<file path="src/rtl/mult_div_unit.sv">
// Iterative 32-bit multiply/divide unit with HI/LO registers and MFHI/MFLO write-back.
// One shift-add or restoring-divide step per cycle; sign correction is applied on the final edge.
module mult_div_unit (
   input  logic        CLK,
   input  logic        nRST,
   input  logic        start,
   input  logic [2:0]  op,
   input  logic [31:0] rs_val,
   input  logic [31:0] rt_val,
   input  logic [4:0]  rd,
   output logic        busy,
   output logic        stall,
   output logic        wen,
   output logic [4:0]  wsel,
   output logic [31:0] wdat,
   output logic [31:0] hi,
   output logic [31:0] lo
);
   typedef enum logic {IDLE, BUSY} state_t;

   localparam logic [2:0] OP_MFHI = 3'b100;
   localparam logic [2:0] OP_MFLO = 3'b101;
   localparam logic [2:0] OP_MTHI = 3'b110;
   localparam logic [2:0] OP_MTLO = 3'b111;

   state_t      state, next_state;
   logic [5:0]  cnt;
   logic [63:0] acc, acc_next;
   logic [31:0] a_raw, b_raw, b_mag, a_mag, diff, quo, rem;
   logic [63:0] prod;
   logic [32:0] madd;
   logic        is_div, is_signed, accept, ge, neg_q, neg_r, div_zero;

   assign busy   = (state == BUSY);
   assign stall  = start & busy;
   assign accept = start & ~busy;

   always_ff @(posedge CLK or negedge nRST) begin
      if (!nRST) state <= IDLE;
      else       state <= next_state;
   end

   always_comb begin
      next_state = state;
      case (state)
         IDLE: if (accept && !op[2]) next_state = BUSY;
         BUSY: if (cnt == 6'd1)      next_state = IDLE;
         default: next_state = IDLE;
      endcase
   end

   // acc holds {partial product, multiplier} for multiply and {remainder, quotient} for divide
   always_comb begin
      a_mag = (!op[0] && rs_val[31]) ? -rs_val : rs_val;
      b_mag = (is_signed && b_raw[31]) ? -b_raw : b_raw;
      madd  = {1'b0, acc[63:32]} + (acc[0] ? {1'b0, b_mag} : 33'd0);
      ge    = (acc[63:31] >= {1'b0, b_mag});
      diff  = acc[62:31] - b_mag;
      if (is_div) acc_next = ge ? {diff, acc[30:0], 1'b1} : {acc[62:0], 1'b0};
      else        acc_next = {madd, acc[31:1]};
      neg_q    = is_signed & (a_raw[31] ^ b_raw[31]);
      neg_r    = is_signed & a_raw[31];
      div_zero = (b_raw == 32'd0);
      prod     = neg_q ? -acc_next : acc_next;
      quo      = neg_q ? -acc_next[31:0] : acc_next[31:0];
      rem      = neg_r ? -acc_next[63:32] : acc_next[63:32];
   end

   always_ff @(posedge CLK or negedge nRST) begin
      if (!nRST) begin
         cnt       <= 6'd0;
         acc       <= 64'd0;
         a_raw     <= 32'd0;
         b_raw     <= 32'd0;
         is_div    <= 1'b0;
         is_signed <= 1'b0;
         hi        <= 32'd0;
         lo        <= 32'd0;
         wen       <= 1'b0;
         wsel      <= 5'd0;
         wdat      <= 32'd0;
      end else begin
         wen <= 1'b0;
         if (busy) begin
            cnt <= cnt - 6'd1;
            acc <= acc_next;
            if (cnt == 6'd1) begin
               if (!is_div) begin
                  hi <= prod[63:32];
                  lo <= prod[31:0];
               end else if (div_zero) begin
                  hi <= a_raw;
                  lo <= 32'hFFFF_FFFF;
               end else begin
                  hi <= rem;
                  lo <= quo;
               end
            end
         end else if (accept) begin
            case (op)
               OP_MFHI: begin
                  wen  <= (rd != 5'd0);
                  wsel <= rd;
                  wdat <= hi;
               end
               OP_MFLO: begin
                  wen  <= (rd != 5'd0);
                  wsel <= rd;
                  wdat <= lo;
               end
               OP_MTHI: hi <= rs_val;
               OP_MTLO: lo <= rs_val;
               default: begin
                  a_raw     <= rs_val;
                  b_raw     <= rt_val;
                  is_div    <= op[1];
                  is_signed <= ~op[0];
                  acc       <= {32'd0, a_mag};
                  cnt       <= 6'd32;
               end
            endcase
         end
      end
   end
endmodule

</file>
<file path="config.mk">
export PLATFORM = sky130hd
export DESIGN_NAME = mult_div_unit
export DESIGN_NICKNAME = d
export VERILOG_FILES = /design/src/rtl/mult_div_unit.sv
export SDC_FILE = /design/constraint.sdc
export NUM_CORES = 1
export LEC_CHECK = 0
export ABC_CLOCK_PERIOD_IN_PS = 7150
export BUFFER_PORTS_ARGS = -buffer_cell sky130_fd_sc_hd__buf_2
export CAP_MARGIN = 20
export CORE_MARGIN = 3
export CORE_UTILIZATION = 40
export CTS_CLUSTER_SIZE = 10
export DETAILED_ROUTE_END_ITERATION = 8
export PLACE_DENSITY_LB_ADDON = 0.08
export SETUP_SLACK_MARGIN = 0.3
export SYNTH_ARGS = -nofsm -noshare
export SYNTH_HDL_FRONTEND = slang
export SYNTH_SLANG_ARGS = --single-unit
export TNS_END_PERCENT = 30
</file>
<file path="constraint.sdc">
create_clock -name CLK -period 7.15 [get_ports CLK]
set_input_delay 1.0725 -clock CLK [delete_from_list [all_inputs] [get_ports CLK]]
set_output_delay 1.0725 -clock CLK [all_outputs]
set_load 0.05 [all_outputs]
</file>
==> qor.txt, run 1 <==
Outcome -> finished, final reports clean
Setup repair after global routing missed its margin -> no
Syn_nets -> 2619
Maximum number of pins on one net before global-route repair -> 115
Post-CTS Hold Buffers -> 0
Startpoint-to-endpoint class of the critical path -> flip-flop to flip-flop
Total number of yosys warnings -> 0
Fraction of the cycle the final worst path needs -> 90.59%
DRC violation count after routing -> 0
Cell Area, Placed -> 21260 um^2
Number of rows in the core area -> 79
CTS H-tree depth -> 1
Via count of the first global-routing pass -> 19180
DRC violation total after the first TritonRoute iteration -> 2015
Clock tree sinks -> 239
IO Count -> 179
Setup-failing EPs final -> 0
Clock buffer count from CTS -> 31
Deepest clock path buffer count -> 3
Ratio of cells with drive above 1 in the final layout -> 17.33%
Worst Max-Slew Pin Slew -> 0.9273 ns
Final period demand of the worst path -> 6.477 ns
Top cells by area in the synthesized netlist -> sky130_fd_sc_hd__dfrtp_1 31%, sky130_fd_sc_hd__nand2_1 8.5%, sky130_fd_sc_hd__o21ai_0 5.6%, sky130_fd_sc_hd__a21oi_1 4.7%, sky130_fd_sc_hd__ha_1 4.6%
Port buffer count -> 178
DR pass1 iterations -> 6
Worst Reg-to-Reg Cells -> 27
Remaining global-route overflow -> 0
Starting Density -> 40.79%
Worst hold path type -> input port to asynchronous set/reset pin
Average via count per standard cell -> 6.137
Crit-path max FO -> 23
Die W -> 224.8 um
Die Area -> 50540 um^2
Area of the mapped netlist -> 19150 um^2
Number of instances in the synthesized netlist -> 2472
Most common flop cell mapped by yosys -> sky130_fd_sc_hd__dfrtp_1
Final Net Count -> 2821
Die H -> 224.8 um
Clock skew after layout -> 0.02019 ns
Clock tree from TritonCTS -> yes
Count of final hold-check violations -> 0
Number of vias after detailed routing -> 20280
Number of library cell types mapped by synthesis -> 95
Post-synth EDFFs -> 0
Sequential element share of the synthesized area -> 31.23%
Post-route cell area -> 22580 um^2
Peak clock frequency supported by timing -> 154.4 MHz
Wire length per cell after detailed routing -> 24.84 um
Max Slew Vio Count -> 0
Data arrival at the endpoint of the critical path -> 6.93 ns
Dpl hpwl -> 62.70 mm
Data required time at the worst endpoint -> 7.60 ns
Number of fillers in the final layout -> 4751
Maximum Capacitance Violations -> 0
Clock slew at the register clock pins of the worst setup and hold paths -> 0.06 ns
Cell at the root of the clock tree -> sky130_fd_sc_hd__clkbuf_16
Max-slew headroom -> 38.18%
Worst-Skew Late Latency -> 0.59 ns
Most common cell after layout, fill and taps aside -> sky130_fd_sc_hd__nand2_1
Number of antenna violations at the first check in global routing -> 2
Critical Path Sink Type -> flip-flop
Area growth syn-to-layout -> 17.92%
Post-synthesis cell type with the largest combined area -> sky130_fd_sc_hd__dfrtp_1
Share of the core filled with cells -> 48.09%
Count of state elements after synthesis -> 239
Drt total wl -> 82.06 mm
Commonest cells after routing, fill and taps aside -> 432 x sky130_fd_sc_hd__nand2_1, 237 x sky130_fd_sc_hd__dfrtp_1, 220 x sky130_fd_sc_hd__nor2_1, 211 x sky130_fd_sc_hd__o21ai_0, 179 x sky130_fd_sc_hd__a21oi_1
Total routing usage reported by global routing -> 31.50%
Global-route wire length before repair -> 122.6 mm
Top-area cell type share of the netlist area -> 31.23%
Worst Setup Start Kind -> flip-flop
Total negative setup slack -> 0 ns
Avg Cell Area, Syn -> 7.747 um^2
Residual antenna-violating net count after detailed routing -> 0
Final RePlAce weighted congestion -> 0.9880
Share of async-settable or async-resettable flops after synthesis -> 100.0%
Core outline area -> 46950 um^2
sequential cells by signal (all words and copies together), names as in the netlist, 5 cells and up:
signal	cells
acc	64
a_raw	32
b_raw	32
hi	32
lo	32
wdat	32
cnt	6
wsel	5
logic make-up after synthesis:
family	share of synthesized area, %
buf+inv	3.973
flops	31.23
compound gates	26.39
mux	3.202
fa+ha+maj	4.783
simple gates	23.38
xor+xnor	7.043
final cells by class:
| cell class | count | area (um^2) | share of cell area [%] |
|---|---|---|---|
| inverters | 37 | 138.9 | 0.6151 |
| well taps | 607 | 759.5 | 3.363 |
| multi-input cells | 2040 | 12650 | 56.01 |
| clock buffers | 46 | 882.1 | 3.906 |
| repair buffers | 325 | 2064 | 9.143 |
| clock inverters | 7 | 91.34 | 0.4045 |
| diodes | 3 | 7.507 | 0.03325 |
| flip-flops and latches | 239 | 5988 | 26.52 |
critical path: stages (launching register included):
cell,delay [ns]
sky130_fd_sc_hd__dfrtp_1,0.41
sky130_fd_sc_hd__nor3_2,0.22
sky130_fd_sc_hd__nand2b_1,0.10
sky130_fd_sc_hd__or3_1,0.34
sky130_fd_sc_hd__or3_4,0.38
sky130_fd_sc_hd__nor4_4,0.17
sky130_fd_sc_hd__nand2_1,0.08
sky130_fd_sc_hd__buf_4,0.18
sky130_fd_sc_hd__or3_1,0.42
sky130_fd_sc_hd__o31ai_2,0.23
sky130_fd_sc_hd__xor2_1,0.13
sky130_fd_sc_hd__ha_1,0.37
sky130_fd_sc_hd__nand4_1,0.19
sky130_fd_sc_hd__nor2_4,0.19
sky130_fd_sc_hd__o21ai_1,0.12
sky130_fd_sc_hd__o211ai_1,0.30
sky130_fd_sc_hd__buf_12,0.19
sky130_fd_sc_hd__nor2_2,0.07
sky130_fd_sc_hd__buf_4,0.24
sky130_fd_sc_hd__or3b_2,0.55
sky130_fd_sc_hd__a221oi_2,0.35
sky130_fd_sc_hd__a2111oi_2,0.10
sky130_fd_sc_hd__buf_4,0.18
sky130_fd_sc_hd__nand2_1,0.11
sky130_fd_sc_hd__nor2_1,0.06
sky130_fd_sc_hd__a21oi_1,0.18
sky130_fd_sc_hd__mux2i_1,0.33
sky130_fd_sc_hd__a21oi_1,0.12
metrics by stage:
step	hold slack, ns	instances	worst slack, ns
detailed placement	0.4590	3235	0.1020
global route	0.4574	3301	0.2914
global placement	0.4560	3234	0.2108
finish	0.4235	3304	0.6728
CTS	0.4548	3289	0.3182
floorplan	0.4386	2472	0.6443
repair_timing:
| action | in CTS | in global routing |
|---|---|---|
| resized for setup | 7 | 38 |
| setup endpoints to repair | 21 | 38 |
| setup buffers | 1 | 9 |
| pin swaps | 0 | 15 |
per-layer routing:
layer  track usage (%)  vias up  wire [um]
met1             46.38     9922      37560
met3             6.878      120       7227
li1                  -     9406          -
met4             7.587        0       2219
met5                 0        -          0
met2             47.06      828      35060
synthesized netlist by cell type (33+ instances only):
cell / n
sky130_fd_sc_hd__mux2i_1: 44
sky130_fd_sc_hd__a21o_1: 33
sky130_fd_sc_hd__inv_1: 35
sky130_fd_sc_hd__nor2_1: 225
sky130_fd_sc_hd__o22ai_1: 66
sky130_fd_sc_hd__clkbuf_1: 118
sky130_fd_sc_hd__a31oi_1: 40
sky130_fd_sc_hd__xor2_1: 69
sky130_fd_sc_hd__xnor2_1: 85
sky130_fd_sc_hd__ha_1: 70
sky130_fd_sc_hd__a21oi_1: 180
sky130_fd_sc_hd__nor3_1: 60
sky130_fd_sc_hd__nand2_1: 434
sky130_fd_sc_hd__nand3_1: 44
sky130_fd_sc_hd__or3_1: 40
sky130_fd_sc_hd__o21ai_0: 216
sky130_fd_sc_hd__dfrtp_1: 239
worst paths after layout:
check | start | slack, ns | end
max in group asynchronous | nRST | 5.32 | busy
worst min-delay path | nRST | 0.42 | b_raw[21]
worst max-delay path | b_raw[4] | 0.67 | hi[30]
min in group CLK | wdat[20] | 0.47 | wdat[20]
worst max register to register | b_raw[4] | 0.67 | hi[30]
worst min register to register | wdat[20] | 0.47 | wdat[20]
Power of run 1 is left out: the tool's default activity adds up to more than one toggle a clock period on the data nets, which glitch-free logic cannot reach.
==> run 2, diff against run 1 <==
--- a/config.mk
+++ b/config.mk
@@ -10,8 +10,10 @@
 export CAP_MARGIN = 20
 export CORE_MARGIN = 3
 export CORE_UTILIZATION = 40
+export CTS_BUF_LIST = sky130_fd_sc_hd__clkbuf_8
 export CTS_CLUSTER_SIZE = 10
 export DETAILED_ROUTE_END_ITERATION = 8
+export HOLD_SLACK_MARGIN = 0.08
 export PLACE_DENSITY_LB_ADDON = 0.08
 export SETUP_SLACK_MARGIN = 0.3
 export SYNTH_ARGS = -nofsm -noshare
==> run 2 against run 1 <==
Net effect: design area is 0.60% higher; first-iteration DRC count fell by 4.4%; clock-buffer cell count grew 20; global-route usage is 0.18 points higher; highest routed layer is now met5; routed wire length increased by 0.53%; non-clock buffer count down 2; sequential share of layout area decreased by 0.16 points.
==> qor.txt, run 2 (synthesized netlist as in run 1, its figures left out) <==
Outcome -> finished, final reports clean
Via count of the first global-routing pass -> 19310 (+0.68%)
Drt total wl -> 82.50 mm (+0.53%)
Largest stage delay, worst path -> 0.56 ns (about the same)
Worst Max-Slew Pin Slew -> 0.9305 ns (+0.003221 ns)
Count of final hold-check violations -> 0 (unchanged)
Max-slew headroom -> 37.93% (-0.25 points)
Final period demand of the worst path -> 6.471 ns (-0.005836 ns)
Peak clock frequency supported by timing -> 154.5 MHz (about the same)
Most prevalent standard cell on the critical path -> sky130_fd_sc_hd__buf_4
Setup-failing EPs final -> 0 (unchanged)
Setup repair after global routing missed its margin -> no
Deepest clock path buffer count -> 3 (unchanged)
Maximum number of pins on one net before global-route repair -> 115 (unchanged)
Final RePlAce weighted congestion -> 0.9880 (unchanged)
Worst hold path type -> input port to asynchronous set/reset pin
Area growth syn-to-layout -> 18.62%
IO Count -> 179 (unchanged)
Clock tree sinks -> 239 (unchanged)
Crit-path max FO -> 23 (unchanged)
CTS H-tree depth -> 2 (+1)
Port buffer count -> 178 (unchanged)
Clock buffer count from CTS -> 48 (+55%)
Worst-Skew Late Latency -> 0.64 ns (+0.05 ns)
Die W -> 224.8 um (unchanged)
Cell Area, Placed -> 21260 um^2 (unchanged)
Dpl hpwl -> 62.70 mm (unchanged)
Remaining global-route overflow -> 0 (unchanged)
DRC violation total after the first TritonRoute iteration -> 1926 (-4.4%)
Die Area -> 50540 um^2 (unchanged)
Data arrival at the endpoint of the critical path -> 6.97 ns (+0.04 ns)
Startpoint-to-endpoint class of the critical path -> flip-flop to flip-flop
Commonest cells after routing, fill and taps aside -> 432 x sky130_fd_sc_hd__nand2_1, 237 x sky130_fd_sc_hd__dfrtp_1, 220 x sky130_fd_sc_hd__nor2_1, 211 x sky130_fd_sc_hd__o21ai_0, 179 x sky130_fd_sc_hd__a21oi_1
Critical Path Sink Type -> flip-flop
Average via count per standard cell -> 6.065 (-1.2%)
DRC violation count after routing -> 0 (unchanged)
Total routing usage reported by global routing -> 31.69% (+0.18 points)
Clock slew at the register clock pins of the worst setup and hold paths -> 0.06 ns (about the same)
Post-CTS Hold Buffers -> 0 (unchanged)
Max Slew Vio Count -> 0 (unchanged)
Post-route cell area -> 22720 um^2 (+0.60%)
Clock skew after layout -> 0.03917 ns (+0.01898 ns)
Die H -> 224.8 um (unchanged)
Highest-delay cell along the critical path -> sky130_fd_sc_hd__or3b_2
Residual antenna-violating net count after detailed routing -> 0 (unchanged)
DR pass1 iterations -> 5 (-1)
Number of vias after detailed routing -> 20250 (-0.15%)
Core outline area -> 46950 um^2 (unchanged)
Starting Density -> 40.79% (unchanged)
Total negative setup slack -> 0 ns (unchanged)
Most common cell after layout, fill and taps aside -> sky130_fd_sc_hd__nand2_1
Register bank with the most flops -> acc
Ratio of cells with drive above 1 in the final layout -> 18.22% (+0.88 points)
Flip-flop count of the largest register, all copies and words added -> 64 (unchanged)
Number of antenna violations at the first check in global routing -> 4 (+2)
Global-route wire length before repair -> 122.2 mm (-0.31%)
Worst Setup Start Kind -> flip-flop
Cell at the root of the clock tree -> sky130_fd_sc_hd__clkbuf_8
Number of rows in the core area -> 79 (unchanged)
Number of fillers in the final layout -> 4764 (+0.27%)
Wire length per cell after detailed routing -> 24.71 um (-0.50%)
Maximum Capacitance Violations -> 0 (unchanged)
Fraction of the cycle the final worst path needs -> 90.51% (about the same)
Data required time at the worst endpoint -> 7.65 ns (+0.05 ns)
Clock tree from TritonCTS -> yes
Final Net Count -> 2836 (+0.53%)
==> run 2: area by class of cell <==
class | count | area (um^2) | area share [%]
inverters | 37 | 138.9 | 0.6114
flip-flops and latches | 239 | 5988 | 26.36
diodes | 3 | 7.507 | 0.03305
multi-input cells | 2040 | 12640 | 55.63
well taps | 607 | 759.5 | 3.343
repair buffers | 323 | 2062 | 9.077
clock buffers | 66 | 908.4 | 3.999
clock inverters | 23 | 214.0 | 0.9419
==> run 2: per-stage QoR <==
step	instances	worst slack, ns	hold slack (ns)	utilization, %
final	3338	0.6786	0.3857	48.38
after detailed placement	3235	0.1020	0.4590	45.29
after global placement	3234	0.2108	0.4560	45.28
after global routing	3337	0.2925	0.4190	48.38
after floorplan	2472	0.6443	0.4386	-
after CTS	3325	0.3156	0.3994	47.78
==> run 2: routing by layer <==
metal | wire length (um) | global-route usage, % | part of all wire, % | vias up
li1 | - | - | - | 9442
met1 | 36760 | 44.85 | 45 | 9716
met2 | 34770 | 46.85 | 42 | 936
met3 | 8372 | 9.306 | 10 | 150
met4 | 2574 | 9.371 | 3.1 | 2
met5 | 15 | 0 | 0.018 | -
==> run 2: critical path: cells and delay by family (launching register included) <==
family	cells	cell delay (ns)
buffers and inverters	3	0.60
muxes	1	0.33
and+or+nand+nor	14	3.17
AOI/OAI and AO/OA	6	1.33
adders and majority gates	1	0.37
DFF	1	0.41
xor gates and xnor gates	1	0.13
==> run 2: final timing paths <==
path	end	start	slack, ns	depth (start not counted)
worst max-delay path	hi[30]	b_raw[4]	0.68	26
worst min register to register	wdat[20]	wdat[20]	0.47	2
max in group asynchronous	busy	nRST	5.38	2
worst min-delay path	b_raw[27]	nRST	0.39	1
min in group CLK	wdat[20]	wdat[20]	0.47	2
worst max register to register	hi[30]	b_raw[4]	0.68	26
==> run 2: what timing repair did <==
action                     CTS  global route
gates resized for setup      6            36
setup buffers                1             7
pin swaps                    0            14
setup endpoints to repair   19            39
Power of run 2 is left out for the same reason.
==> run 3, diff against run 2 <==
--- a/config.mk
+++ b/config.mk
@@ -8,6 +8,8 @@
 export ABC_CLOCK_PERIOD_IN_PS = 7150
 export BUFFER_PORTS_ARGS = -buffer_cell sky130_fd_sc_hd__buf_2
 export CAP_MARGIN = 20
+export CELL_PAD_IN_SITES_DETAIL_PLACEMENT = 0
+export CELL_PAD_IN_SITES_GLOBAL_PLACEMENT = 1
 export CORE_MARGIN = 3
 export CORE_UTILIZATION = 40
 export CTS_BUF_LIST = sky130_fd_sc_hd__clkbuf_8
==> run 3 against run 2 <==
Net effect: critical path depth unchanged; routed wire length grew 2.3%; highest routed layer is now met4; clock-buffer cell count is 10 lower.
==> qor.txt, run 3 (synthesized netlist as in run 1, its figures left out) <==
Clock tree sinks -> 239 (unchanged)
Final period demand of the worst path -> 6.546 ns (+0.07434 ns)
Data arrival at the endpoint of the critical path -> 7.02 ns (+0.05 ns)
Maximum Capacitance Violations -> 0 (unchanged)
Total negative setup slack -> 0 ns (unchanged)
Critical Path Stages -> 26 (unchanged)
Global-route wire length before repair -> 125.6 mm (+2.8%)
Final Net Count -> 2804 (-1.1%)
Data required time at the worst endpoint -> 7.63 ns (-0.02 ns)
Drt total wl -> 84.39 mm (+2.3%)
Start point of the critical path -> b_raw[3]
Die Area -> 50540 um^2 (unchanged)
Cell Area, Placed -> 21010 um^2 (-1.2%)
Setup repair after global routing missed its margin -> no
Worst hold path type -> input port to asynchronous set/reset pin
Largest stage delay, worst path -> 0.50 ns (-0.06 ns)
DR pass1 iterations -> 6 (+1)
Setup-failing EPs final -> 0 (unchanged)
Port buffer count -> 178 (unchanged)
Final RePlAce weighted congestion -> 0.9447 (-4.4%)
Worst Max-Slew Pin Slew -> 1.099 ns (+0.1682 ns)
Total routing usage reported by global routing -> 32.66% (+0.98 points)
Clock buffer count from CTS -> 45 (-6.3%)
Number of antenna violations at the first check in global routing -> 1 (-3)
Deepest clock path buffer count -> 3 (unchanged)
Remaining global-route overflow -> 0 (unchanged)
Highest-delay cell along the critical path -> sky130_fd_sc_hd__or4_1
Clock skew after layout -> 0.03513 ns (-0.004034 ns)
Crit-path max FO -> 13 (-43%)
Most prevalent standard cell on the critical path -> sky130_fd_sc_hd__a21oi_1
Top delay family on crit path -> simple AND/OR/NAND/NOR gates
Worst-Skew Late Latency -> 0.64 ns (about the same)
Starting Density -> 40.79% (unchanged)
CTS H-tree depth -> 2 (unchanged)
Average via count per standard cell -> 6.180 (+1.9%)
Die W -> 224.8 um (unchanged)
Buffers & Inverters on Critical Path -> 4 (+1)
DRC violation total after the first TritonRoute iteration -> 2011 (+4.4%)
Count of final hold-check violations -> 0 (unchanged)
Dpl hpwl -> 64.91 mm (+3.5%)
Wire length per cell after detailed routing -> 25.60 um (+3.6%)
Clock tree from TritonCTS -> yes
Max Slew Vio Count -> 0 (unchanged)
Via count of the first global-routing pass -> 19280 (-0.13%)
Area growth syn-to-layout -> 16.30%
Core outline area -> 46950 um^2 (unchanged)
End of the worst register-to-register path -> hi[24]
Number of fillers in the final layout -> 4807 (+0.90%)
Number of vias after detailed routing -> 20380 (+0.64%)
Maximum number of pins on one net before global-route repair -> 73 (-37%)
Most common cell after layout, fill and taps aside -> sky130_fd_sc_hd__nand2_1
Post-route cell area -> 22270 um^2 (-2.0%)
Peak clock frequency supported by timing -> 152.8 MHz (-1.1%)
Startpoint-to-endpoint class of the critical path -> flip-flop to flip-flop
Reg2reg setup slack -> 0.60 ns (-0.07 ns)
Residual antenna-violating net count after detailed routing -> 0 (unchanged)
Number of rows in the core area -> 79 (unchanged)
Cell at the root of the clock tree -> sky130_fd_sc_hd__clkbuf_8
Outcome -> finished, final reports clean
CP endpoint -> hi[24]
Worst Reg-to-Reg Cells -> 26 (unchanged)
Count of inserted antenna diode cells -> 0 (-3)
Ratio of cells with drive above 1 in the final layout -> 17.43% (-0.78 points)
Fraction of the cycle the final worst path needs -> 91.55% (+1.0 points)
Critical Path Sink Type -> flip-flop
Crit Reg-Reg Startpoint -> b_raw[3]
Post-route setup slack -> 0.6043 ns (-0.07434 ns)
IO Count -> 179 (unchanged)
Register bank with the most flops -> acc
Commonest cells after routing, fill and taps aside -> 431 x sky130_fd_sc_hd__nand2_1, 237 x sky130_fd_sc_hd__dfrtp_1, 221 x sky130_fd_sc_hd__nor2_1, 209 x sky130_fd_sc_hd__o21ai_0, 178 x sky130_fd_sc_hd__a21oi_1
DRC violation count after routing -> 0 (unchanged)
Worst Setup Start Kind -> flip-flop
Die H -> 224.8 um (unchanged)
Clock slew at the register clock pins of the worst setup and hold paths -> 0.07 ns (about the same)
Flip-flop count of the largest register, all copies and words added -> 64 (unchanged)
Max-slew headroom -> 26.71% (-11 points)
Pre-CTS WS -> -0.08575 ns (-0.1877 ns)
run 3: changes by cell type in the layout (fill, tap and decap cells not counted), moves of 4 or more:
cell,change
sky130_fd_sc_hd__o31ai_2,+4
sky130_fd_sc_hd__o31ai_1,-4
sky130_fd_sc_hd__buf_4,-26
sky130_fd_sc_hd__nor3_2,-4
sky130_fd_sc_hd__clkbuf_8,-10
sky130_fd_sc_hd__nor3_1,+4
sky130_fd_sc_hd__ha_2,+6
sky130_fd_sc_hd__ha_1,-6
run 3: worst register-to-register path: stages, from the launching register on:
cell and delay (ns):
sky130_fd_sc_hd__dfrtp_1 0.42, sky130_fd_sc_hd__nor3_2 0.22, sky130_fd_sc_hd__nand2b_1 0.11, sky130_fd_sc_hd__or3_1 0.35, sky130_fd_sc_hd__or3_4 0.38, sky130_fd_sc_hd__nor3_1 0.22, sky130_fd_sc_hd__nand3_2 0.29, sky130_fd_sc_hd__buf_4 0.25
sky130_fd_sc_hd__nand2_1 0.07, sky130_fd_sc_hd__xor2_1 0.19, sky130_fd_sc_hd__ha_1 0.31, sky130_fd_sc_hd__a21oi_1 0.28, sky130_fd_sc_hd__o21ai_2 0.15, sky130_fd_sc_hd__a211oi_2 0.30, sky130_fd_sc_hd__o211ai_1 0.22, sky130_fd_sc_hd__buf_6 0.22
sky130_fd_sc_hd__or4_1 0.51, sky130_fd_sc_hd__o221a_4 0.19, sky130_fd_sc_hd__a2111oi_4 0.27, sky130_fd_sc_hd__buf_4 0.19, sky130_fd_sc_hd__nand3_4 0.13, sky130_fd_sc_hd__nor4b_4 0.26, sky130_fd_sc_hd__buf_6 0.18, sky130_fd_sc_hd__a21oi_1 0.11
sky130_fd_sc_hd__xor2_1 0.20, sky130_fd_sc_hd__a221oi_2 0.29, sky130_fd_sc_hd__a21oi_1 0.09
run 3: worst min path at each step:
stage / slack (ns) / end / cells past startpoint
finish: 0.40 / acc[59] / 1
global route: 0.43 / acc[59] / 1
CTS: 0.40 / b_raw[20] / 1
detailed placement: 0.46 / a_raw[16] / 2
global placement: 0.45 / a_raw[16] / 2
floorplan: 0.44 / a_raw[22] / 2
run 3: metal layers:
layer	share of wire [%]	GRT usage, %	vias to the layer above
met5	0	0	-
li1	-	-	9373
met4	1.9	6.992	0
met3	8.9	5.717	106
met2	43	48.78	908
met1	46	49.34	9989
run 3: stage by stage:
| step | std cells | hold WS [ns] | util [%] |
|---|---|---|---|
| 2_1_floorplan | 2472 | 0.4386 | - |
| 3_3_place_gp | 3204 | 0.4547 | 44.75 |
| 3_5_place_dp | 3204 | 0.4620 | 44.75 |
| 4_1_cts | 3286 | 0.4034 | 46.90 |
| 5_1_grt | 3297 | 0.4326 | 47.43 |
| 6_report | 3297 | 0.4007 | 47.43 |
run 3: final cells by class:
class	count	area, um^2	area share (%)
repair buffers	294	1804	8.102
clock inverters	24	138.9	0.6236
clock buffers	56	770.7	3.461
inverters	37	138.9	0.6236
flip-flops and latches	239	5988	26.89
well taps	607	759.5	3.410
multi-input cells	2040	12670	56.89
run 3: what timing repair did:
action	4_1_cts	5_1_grt
hold endpoints to repair	0	0
gates resized for setup	14	43
setup endpoints to repair	31	37
hold buffers	0	0
setup buffers	2	11
pin swaps	3	16
Power of run 3 is left out for the same reason.
